`src/rtl/sram_1p_port_arbiter.sv`:
```
// Shares one single-port SRAM between a read and a write requester, with a zeroing sweep
// after reset or flush, and a bounded write streak so pending reads are never starved.
module sram_1p_port_arbiter #(
   parameter int SETS          = 128,
   parameter int ADDR_W        = 7,
   parameter int DATA_W        = 80,
   parameter int WAYS          = 4,
   parameter int MAX_WR_STREAK = 4
) (
   input  logic              clock,
   input  logic              reset,
   input  logic              flush,
   output logic              init_done,
   input  logic              rreq_valid,
   output logic              rreq_ready,
   input  logic [ADDR_W-1:0] rreq_addr,
   output logic              rresp_valid,
   output logic [DATA_W-1:0] rresp_data,
   input  logic              wreq_valid,
   output logic              wreq_ready,
   input  logic [ADDR_W-1:0] wreq_addr,
   input  logic [DATA_W-1:0] wreq_data,
   input  logic [WAYS-1:0]   wreq_mask,
   output logic [ADDR_W-1:0] sram_r_addr,
   input  logic [DATA_W-1:0] sram_r_data,
   output logic              sram_w_en,
   output logic [ADDR_W-1:0] sram_w_addr,
   output logic [DATA_W-1:0] sram_w_data,
   output logic [WAYS-1:0]   sram_w_mask
);

   localparam int STREAK_W = $clog2(MAX_WR_STREAK + 1);

   typedef enum logic {ST_INIT, ST_RUN} state_t;

   state_t              r_state;
   logic [ADDR_W-1:0]   r_init_cnt;
   logic [STREAK_W-1:0] r_streak;
   logic                r_rresp_valid;

   logic w_run;
   logic w_streak_full;
   logic w_wr_grant;
   logic w_rd_grant;

   // A write wins a contested cycle only until the streak budget is spent.
   always_comb begin
      w_run         = (r_state == ST_RUN);
      w_streak_full = (r_streak >= STREAK_W'(MAX_WR_STREAK));
      w_wr_grant    = w_run && wreq_valid && (!rreq_valid || !w_streak_full);
      w_rd_grant    = w_run && rreq_valid && !w_wr_grant;
   end

   assign init_done   = w_run;
   assign rreq_ready  = w_rd_grant;
   assign wreq_ready  = w_wr_grant;
   assign rresp_valid = r_rresp_valid;
   assign rresp_data  = sram_r_data;

   // The sweep owns the write port in INIT, writing zeros to every way.
   assign sram_r_addr = w_run ? rreq_addr : r_init_cnt;
   assign sram_w_en   = !w_run || w_wr_grant;
   assign sram_w_addr = w_run ? wreq_addr : r_init_cnt;
   assign sram_w_data = w_run ? wreq_data : '0;
   assign sram_w_mask = w_run ? wreq_mask : '1;

   always_ff @(posedge clock) begin
      if (reset) begin
         r_state       <= ST_INIT;
         r_init_cnt    <= '0;
         r_streak      <= '0;
         r_rresp_valid <= 1'b0;
      end else begin
         r_rresp_valid <= w_rd_grant;
         case (r_state)
            ST_INIT: begin
               r_streak <= '0;
               if (r_init_cnt == ADDR_W'(SETS - 1)) begin
                  r_state    <= ST_RUN;
                  r_init_cnt <= '0;
               end else begin
                  r_init_cnt <= r_init_cnt + ADDR_W'(1);
               end
            end
            ST_RUN: begin
               if (w_rd_grant || !rreq_valid) begin
                  r_streak <= '0;
               end else if (w_wr_grant && !w_streak_full) begin
                  r_streak <= r_streak + STREAK_W'(1);
               end
               // Requests granted in the flush cycle still complete; the sweep starts next cycle.
               if (flush) begin
                  r_state    <= ST_INIT;
                  r_init_cnt <= '0;
               end
            end
            default: begin
               r_state    <= ST_INIT;
               r_init_cnt <= '0;
            end
         endcase
      end
   end

endmodule

```
`config.mk`:
```
export PLATFORM = sky130hd
export DESIGN_NAME = sram_1p_port_arbiter
export DESIGN_NICKNAME = d
export VERILOG_FILES = /design/src/rtl/sram_1p_port_arbiter.sv
export SDC_FILE = /design/constraint.sdc
export NUM_CORES = 1
export LEC_CHECK = 0
export CORE_AREA = 2 2 142 144
export CTS_BUF_LIST = sky130_fd_sc_hd__clkbuf_4 sky130_fd_sc_hd__clkbuf_8
export CTS_CLUSTER_DIAMETER = 30
export DETAILED_ROUTE_END_ITERATION = 8
export DIE_AREA = 0 0 144 146
export SETUP_SLACK_MARGIN = 0.3
export SLEW_MARGIN = 10
export SYNTH_ARGS = -nofsm -noshare
export SYNTH_HDL_FRONTEND = slang
export SYNTH_SLANG_ARGS = --single-unit
```
`constraint.sdc`:
```
create_clock -name clock -period 1.7 [get_ports clock]
set_clock_uncertainty 0.05 [all_clocks]
set_input_delay 0.255 -clock clock [delete_from_list [all_inputs] [get_ports clock]]
set_output_delay 0.255 -clock clock [all_outputs]
set_load 0.005 [all_outputs]
```
==> results of run 1 <==
## cell usage after synthesis (2+ instances only)
| cell | n |
|---|---|
| ha_1 | 3 |
| a21oi_1 | 6 |
| clkbuf_1 | 10 |
| a31oi_1 | 2 |
| nor2b_1 | 3 |
| o21ai_0 | 5 |
| or3_2 | 2 |
| and2_1 | 83 |
| nor2_1 | 3 |
| dfxtp_1 | 12 |
| nand2b_1 | 5 |
| nand2_1 | 43 |
| nand3_1 | 3 |
| or3_1 | 2 |
| inv_1 | 4 |
| buf_4 | 81 |
## kinds of logic after synthesis
logic type / count (synthesis) / share of synthesized area, %
AO/OA/AOI/OAI: 18 / 5.81
adder cells (fa/ha/maj): 3 / 1.98
flip-flops: 12 / 12.7
buffers and inverters: 98 / 35.7
AND/OR/NAND/NOR: 149 / 43.8
## registers in the layout, indices dropped and copies added (netlist names)
name / count
rresp_valid: 1
r_init_cnt: 7
r_streak: 3
init_done: 1
## path summary, 6_finish.rpt
path / from / to / cells past startpoint
max: init_done$_SDFF_PP0_ / sram_w_data[23] / 6
min reg2reg: r_streak[0]$_SDFFE_PP0P_ / r_streak[0]$_SDFFE_PP0P_ / 2
max reg2reg: init_done$_SDFF_PP0_ / r_init_cnt[5]$_SDFFE_PP0P_ / 7
min: sram_r_data[36] / rresp_data[36] / 0
## final cells by class
class                      instances  area, sq um
clock buffer                       4         55.1
fill                            2101        14700
inverter                           5         18.8
multi-input combinational        170         1350
sequential                        12          253
tap                              265          332
timing repair buffer             252         2660
## timing repair
item | in CTS | in global routing
pin swaps | 1 | 26
gates resized for setup | 128 | 402
setup endpoints to repair | 109 | 112
endpoints found under the hold margin | 0 | 0
cloned | 2 | 7
setup buffers | 4 | 15
hold buffers | 0 | 0
## report_power, final
group | internal [mW] | switching (mW)
Sequential | 0.286 | 0.0102
Combinational | 0.244 | 0.0853
Clock | 0.205 | 0.130
Total | 0.735 | 0.226
## metal layers
metal	vias up	global-route usage (%)
met3	44	3.65
met1	1037	10.1
met2	111	12.0
li1	1119	-
met5	-	1.91
met4	2	3.04
==> impl_results.md, run 1 <==
- Hold Crit Class: input pin to output port
- DRC viols: 0
- H-tree depth: 1
- DR vias: 2,313
- Vias in the first global route: 2,187
- GRT overflow: 0
- Initial antenna violation count: 0
- Post-route cell area: 0.00467 sq mm
- Yosys cell types: 29
- MaxCap Viol Count: 0
- 1st-iter DRT viols: 74
- Cell mode on critical path: buf_6
- I/O pin total: 366
- PwrDens: 206 mW/mm^2
- Yosys top cell area share: 32.1%
- Die W: 144 microns
- GRT Overall Usage: 8.10%
- Met1 WL: 4.23 mm
- Cell Area, Synth: ~0.0019 sq mm
- Worst-path cell chain: buf_8 > buf_6 > buf_6 > clkbuf_16 > and2_4 > buf_6
- Layout cells sized above 1: about three fifths
- Slew Limit Fails: 0
- Hold WS: 460 ps
- Slowest cell on crit path: dfxtp_4
- Post-DRT Antenna Nets: 0
- Slew of the pin with the lowest slew margin: 386 ps
- Met3 Wirelength: 938 microns
- Synth area leader: buf_4
- Post-synth EDFFs: 0
- Status: finished clean
- DR top layer: met5
- Diode count: 0
- Critical path required time: 1390 ps
- Placer Congestion: around 0.77
- Ys flop type: dfxtp_1
- Worst EP arrival: 1380 ps
- Worst R2R Setup Slack: 150 ps
- Clk Latency, worst-skew pair: 250 ps
- Core area: 0.0193 sq mm
- Drt via density: 3.27
- Final Setup Violations: 0
- Global-route wire length before repair: 13.2 mm
- Rel. slew slack: around 74%
- Max incr delay on CP: between 300 and 400 ps
- Mean routed wirelength per cell: 14.7 microns
- Synth Warn #: 0
- Element type at the critical path start: register
- FF+latch count, synth: 12
- Total chip power: 0.961 mW
- Most frequent cells in the layout: clkdlybuf4s50_1, buf_6, and2_4, nand2_1, clkbuf_2
- Dpl ws: -190 ps
- Setup crit end kind: output port
- Port Buf Inserts: 205
- Buf+Inv Stages, Crit Path: 5
- Type of the worst setup path: register to output port
- CTS clock-pin slew for the worst setup and hold paths: 60 ps
- Fraction of registers with async set/reset: 0%
- Commonest non-fill, non-tap cell in the layout: clkdlybuf4s50_1
- CTS Sinks: 12
- Clk root buf: clkbuf_8
- Synth area leaders: buf_4, and2_1, dfxtp_1, nand2_1, clkbuf_1
- CTS tree: done
- DRT Wirelength: 10.4 mm
- Final core utilization: around 24%
- Area after DPL: 0.00380 sq mm
- Layout Nets: 630
- Initial Util: under 10%
- Synthesized instance count: 280
- Avg Cell Area, Syn: 6.77 sq um
- Leak Pwr: 2.11 nW
- Die area: 0.0210 sq mm
- Crit-path leading delay family: buffers and inverters
- Syn nets: roughly 470
- Detailed placer's ending HPWL: 7.04 mm
- Unrepaired setup endpoints after global routing: yes
- Rows: 51
- Critical path fanouts, max: 7
- Num CTS Buffers: 3
- Length of the first detailed-routing pass in iterations: 4
- Area growth, synth to finish: 146%
- Post-synthesis sequential area ratio: 12.7%
- Fmax achieved: about 0.59 GHz
- WL met2: 4.84 mm
- TNS Setup: 0 ps
- Hold Fails Final Rpt: 0
- VDD IR max: 187 uV
- Min cycle time layout: around 1700 ps
- Clock tree buffer depth: 2
- Final setup margin: 13.5 ps
- Placed insts: about 680
- Filler-free cell count of the finished design: 708
- Largest net degree at the start of global routing: 31
- Final Cycle Share: between 90% and 100%
- Die height: between 100 and 150 microns
Note: power is estimated with default switching activity, not from simulation.
==> run 2, diff against run 1 <==
--- a/config.mk
+++ b/config.mk
@@ -5,9 +5,10 @@
 export SDC_FILE = /design/constraint.sdc
 export NUM_CORES = 1
 export LEC_CHECK = 0
-export CORE_AREA = 2 2 142 144
+export CORE_AREA = 4 4 140 142
 export CTS_BUF_LIST = sky130_fd_sc_hd__clkbuf_4 sky130_fd_sc_hd__clkbuf_8
 export CTS_CLUSTER_DIAMETER = 30
+export CTS_CLUSTER_SIZE = 25
 export DETAILED_ROUTE_END_ITERATION = 8
 export DIE_AREA = 0 0 144 146
 export SETUP_SLACK_MARGIN = 0.3
==> impl_results.md, run 2 (same netlist as run 1, synthesis figures left out) <==
- Placer Congestion: 0.742
- CTS tree: done
- Rows: 50
- Area growth, synth to finish: 170%
- Clock group share of total power: 35.4%
- MaxCap Viol Count: 0
- Die height: ~150 microns
- Max FFs per register: 7
- Layout cells sized above 1: 60.4%
- Drt via density: roughly 3.4
- Max incr delay on CP: a little under 400 ps
- Clk Latency, worst-skew pair: 260 ps
- P_sw: 0.238 mW
- VDD IR max: 208 uV
- Die W: 144 microns
- Port Buf Inserts: 205
- CTS Sinks: 12
- Worst setup path start: init_done$_SDFF_PP0_
- TNS Setup: -92.0 ps
- DRC viols: 0
- GRT overflow: 0
- Largest regs: r_init_cnt: 7 flops, r_streak: 3 flops
- Rel. slew slack: 78.2%
- Clk root buf: clkbuf_8
- Total chip power: about 0.99 mW
- Slew of the pin with the lowest slew margin: 323 ps
- Post-route cell area: ~0.0051 sq mm
- Final setup margin: -12.6 ps
- Area after DPL: 0.00372 sq mm
- Initial Util: ~10%
- CTS clock-pin slew for the worst setup and hold paths: 70 ps
- Slowest cell on crit path: dfxtp_4
- Slew Limit Fails: 0
- Dpl ws: -179 ps
- Largest net degree at the start of global routing: 30
- Setup crit end kind: output port
- Unrepaired setup endpoints after global routing: yes
- H-tree depth: 1
- GRT Overall Usage: 8.51%
- Placed insts: 642
- Critical path fanouts, max: 7
- Reg2reg start: init_done$_SDFF_PP0_
- Crit-path leading delay family: buffers and inverters
- Worst EP arrival: ~1400 ps
- Comb pwr share: 35.0%
- Most frequent cells in the layout: clkdlybuf4s50_1, buf_6, and2_4, and2_1, nand2_2
- Detailed placer's ending HPWL: 6.94 mm
- Vias in the first global route: about 2,500
- Hold Fails Final Rpt: 0
- Core area: between 0.015 and 0.02 sq mm
- Layout Nets: between 600 and 700
- Internal: between 0.7 and 0.8 mW
- Hold Crit Class: register to register
- Flop pwr share: 29.5%
- Hold WS: roughly 430 ps
- Hold-fix buffers at CTS: 0
- Mean routed wirelength per cell: 14.3 microns
- Clock tree buffer depth: 2
- DRT Wirelength: 10.0 mm
- Hold_sp: r_init_cnt[0]$_SDFFE_PP0P_
- Buf+Inv Stages, Crit Path: 5
- Die area: 0.0210 sq mm
- I/O pin total: about 370
- Final Setup Violations: 11
- PwrDens: roughly 190 mW/mm^2
- Status: finished with violations
- Min cycle time layout: between 1500 and 2000 ps
- Final Cycle Share: 101%
- Failing checks: setup timing
- Diode count: 0
- Sw frac: 24.2%
- Reg with most FFs: r_init_cnt
- Filler-free cell count of the finished design: 699
- DR vias: 2,396
- Post-DRT Antenna Nets: 0
- Type of the worst setup path: register to output port
- Critical path required time: 1390 ps
- Global-route wire length before repair: 13.9 mm
- Leak Pwr: 2.24 nW
- Commonest non-fill, non-tap cell in the layout: clkdlybuf4s50_1
- Element type at the critical path start: register
- Length of the first detailed-routing pass in iterations: 3
- 1st-iter DRT viols: 26
- Num CTS Buffers: 3
- Worst-path cell chain: buf_12 > buf_6 > buf_8 > buf_8 > and2_4 > buf_6
- Final core utilization: about 28%
- Initial antenna violation count: 0
- Fmax achieved: 0.584 GHz
[run 2: worst reg2reg max path, stage by stage, from the launching register on]
cell and delay [ps]:
dfxtp_4 390, buf_12 160, buf_6 120, buf_8 110
buf_6 110, buf_6 110, or3_4 350, a31oi_1 170
[run 2: area by class of cell]
| cell class | count | area, sq um |
|---|---|---|
| inverter | 5 | 31.3 |
| fill | 1972 | 13300 |
| clock buffer | 4 | 55.1 |
| timing repair buffer | 274 | 3080 |
| tap | 234 | 293 |
| multi-input combinational | 170 | 1400 |
| sequential | 12 | 256 |
[run 2: power by group through the flow]
| stage | clock network, mW | registers, mW | logic, mW |
|---|---|---|---|
| final | 0.350 | 0.292 | 0.346 |
| after global routing | 0.387 | 0.293 | 0.370 |
| after floorplan | 0 | 0.301 | 0.181 |
| after global placement | 0 | 0.301 | 0.297 |
| after CTS | 0.374 | 0.295 | 0.307 |
| after detailed placement | 0 | 0.301 | 0.299 |
[run 2: final timing paths]
path                                              endpoint  slack (ps)  cells after the start
worst max-delay path                       sram_w_data[44]         -10                      6
worst min register to register  r_init_cnt[0]$_SDFFE_PP0P_         430                      1
worst max register to register  r_init_cnt[3]$_SDFFE_PP0P_          50                      7
worst min-delay path            r_init_cnt[0]$_SDFFE_PP0P_         430                      1
[run 2: repair_timing]
item,4_1_cts,5_1_grt
setup buffers,28,15
setup endpoints to repair,111,113
gates cloned,8,2
gates resized for setup,475,164
hold endpoints to repair,0,0
pin swaps,4,21
[run 2: per-layer routing]
layer	wire, microns	GRT usage, %	vias to the layer above
met5	38	1.44	-
met4	395	4.05	2
met3	850	3.25	46
met2	5110	14.2	122
met1	3600	9.34	1061
li1	-	-	1165
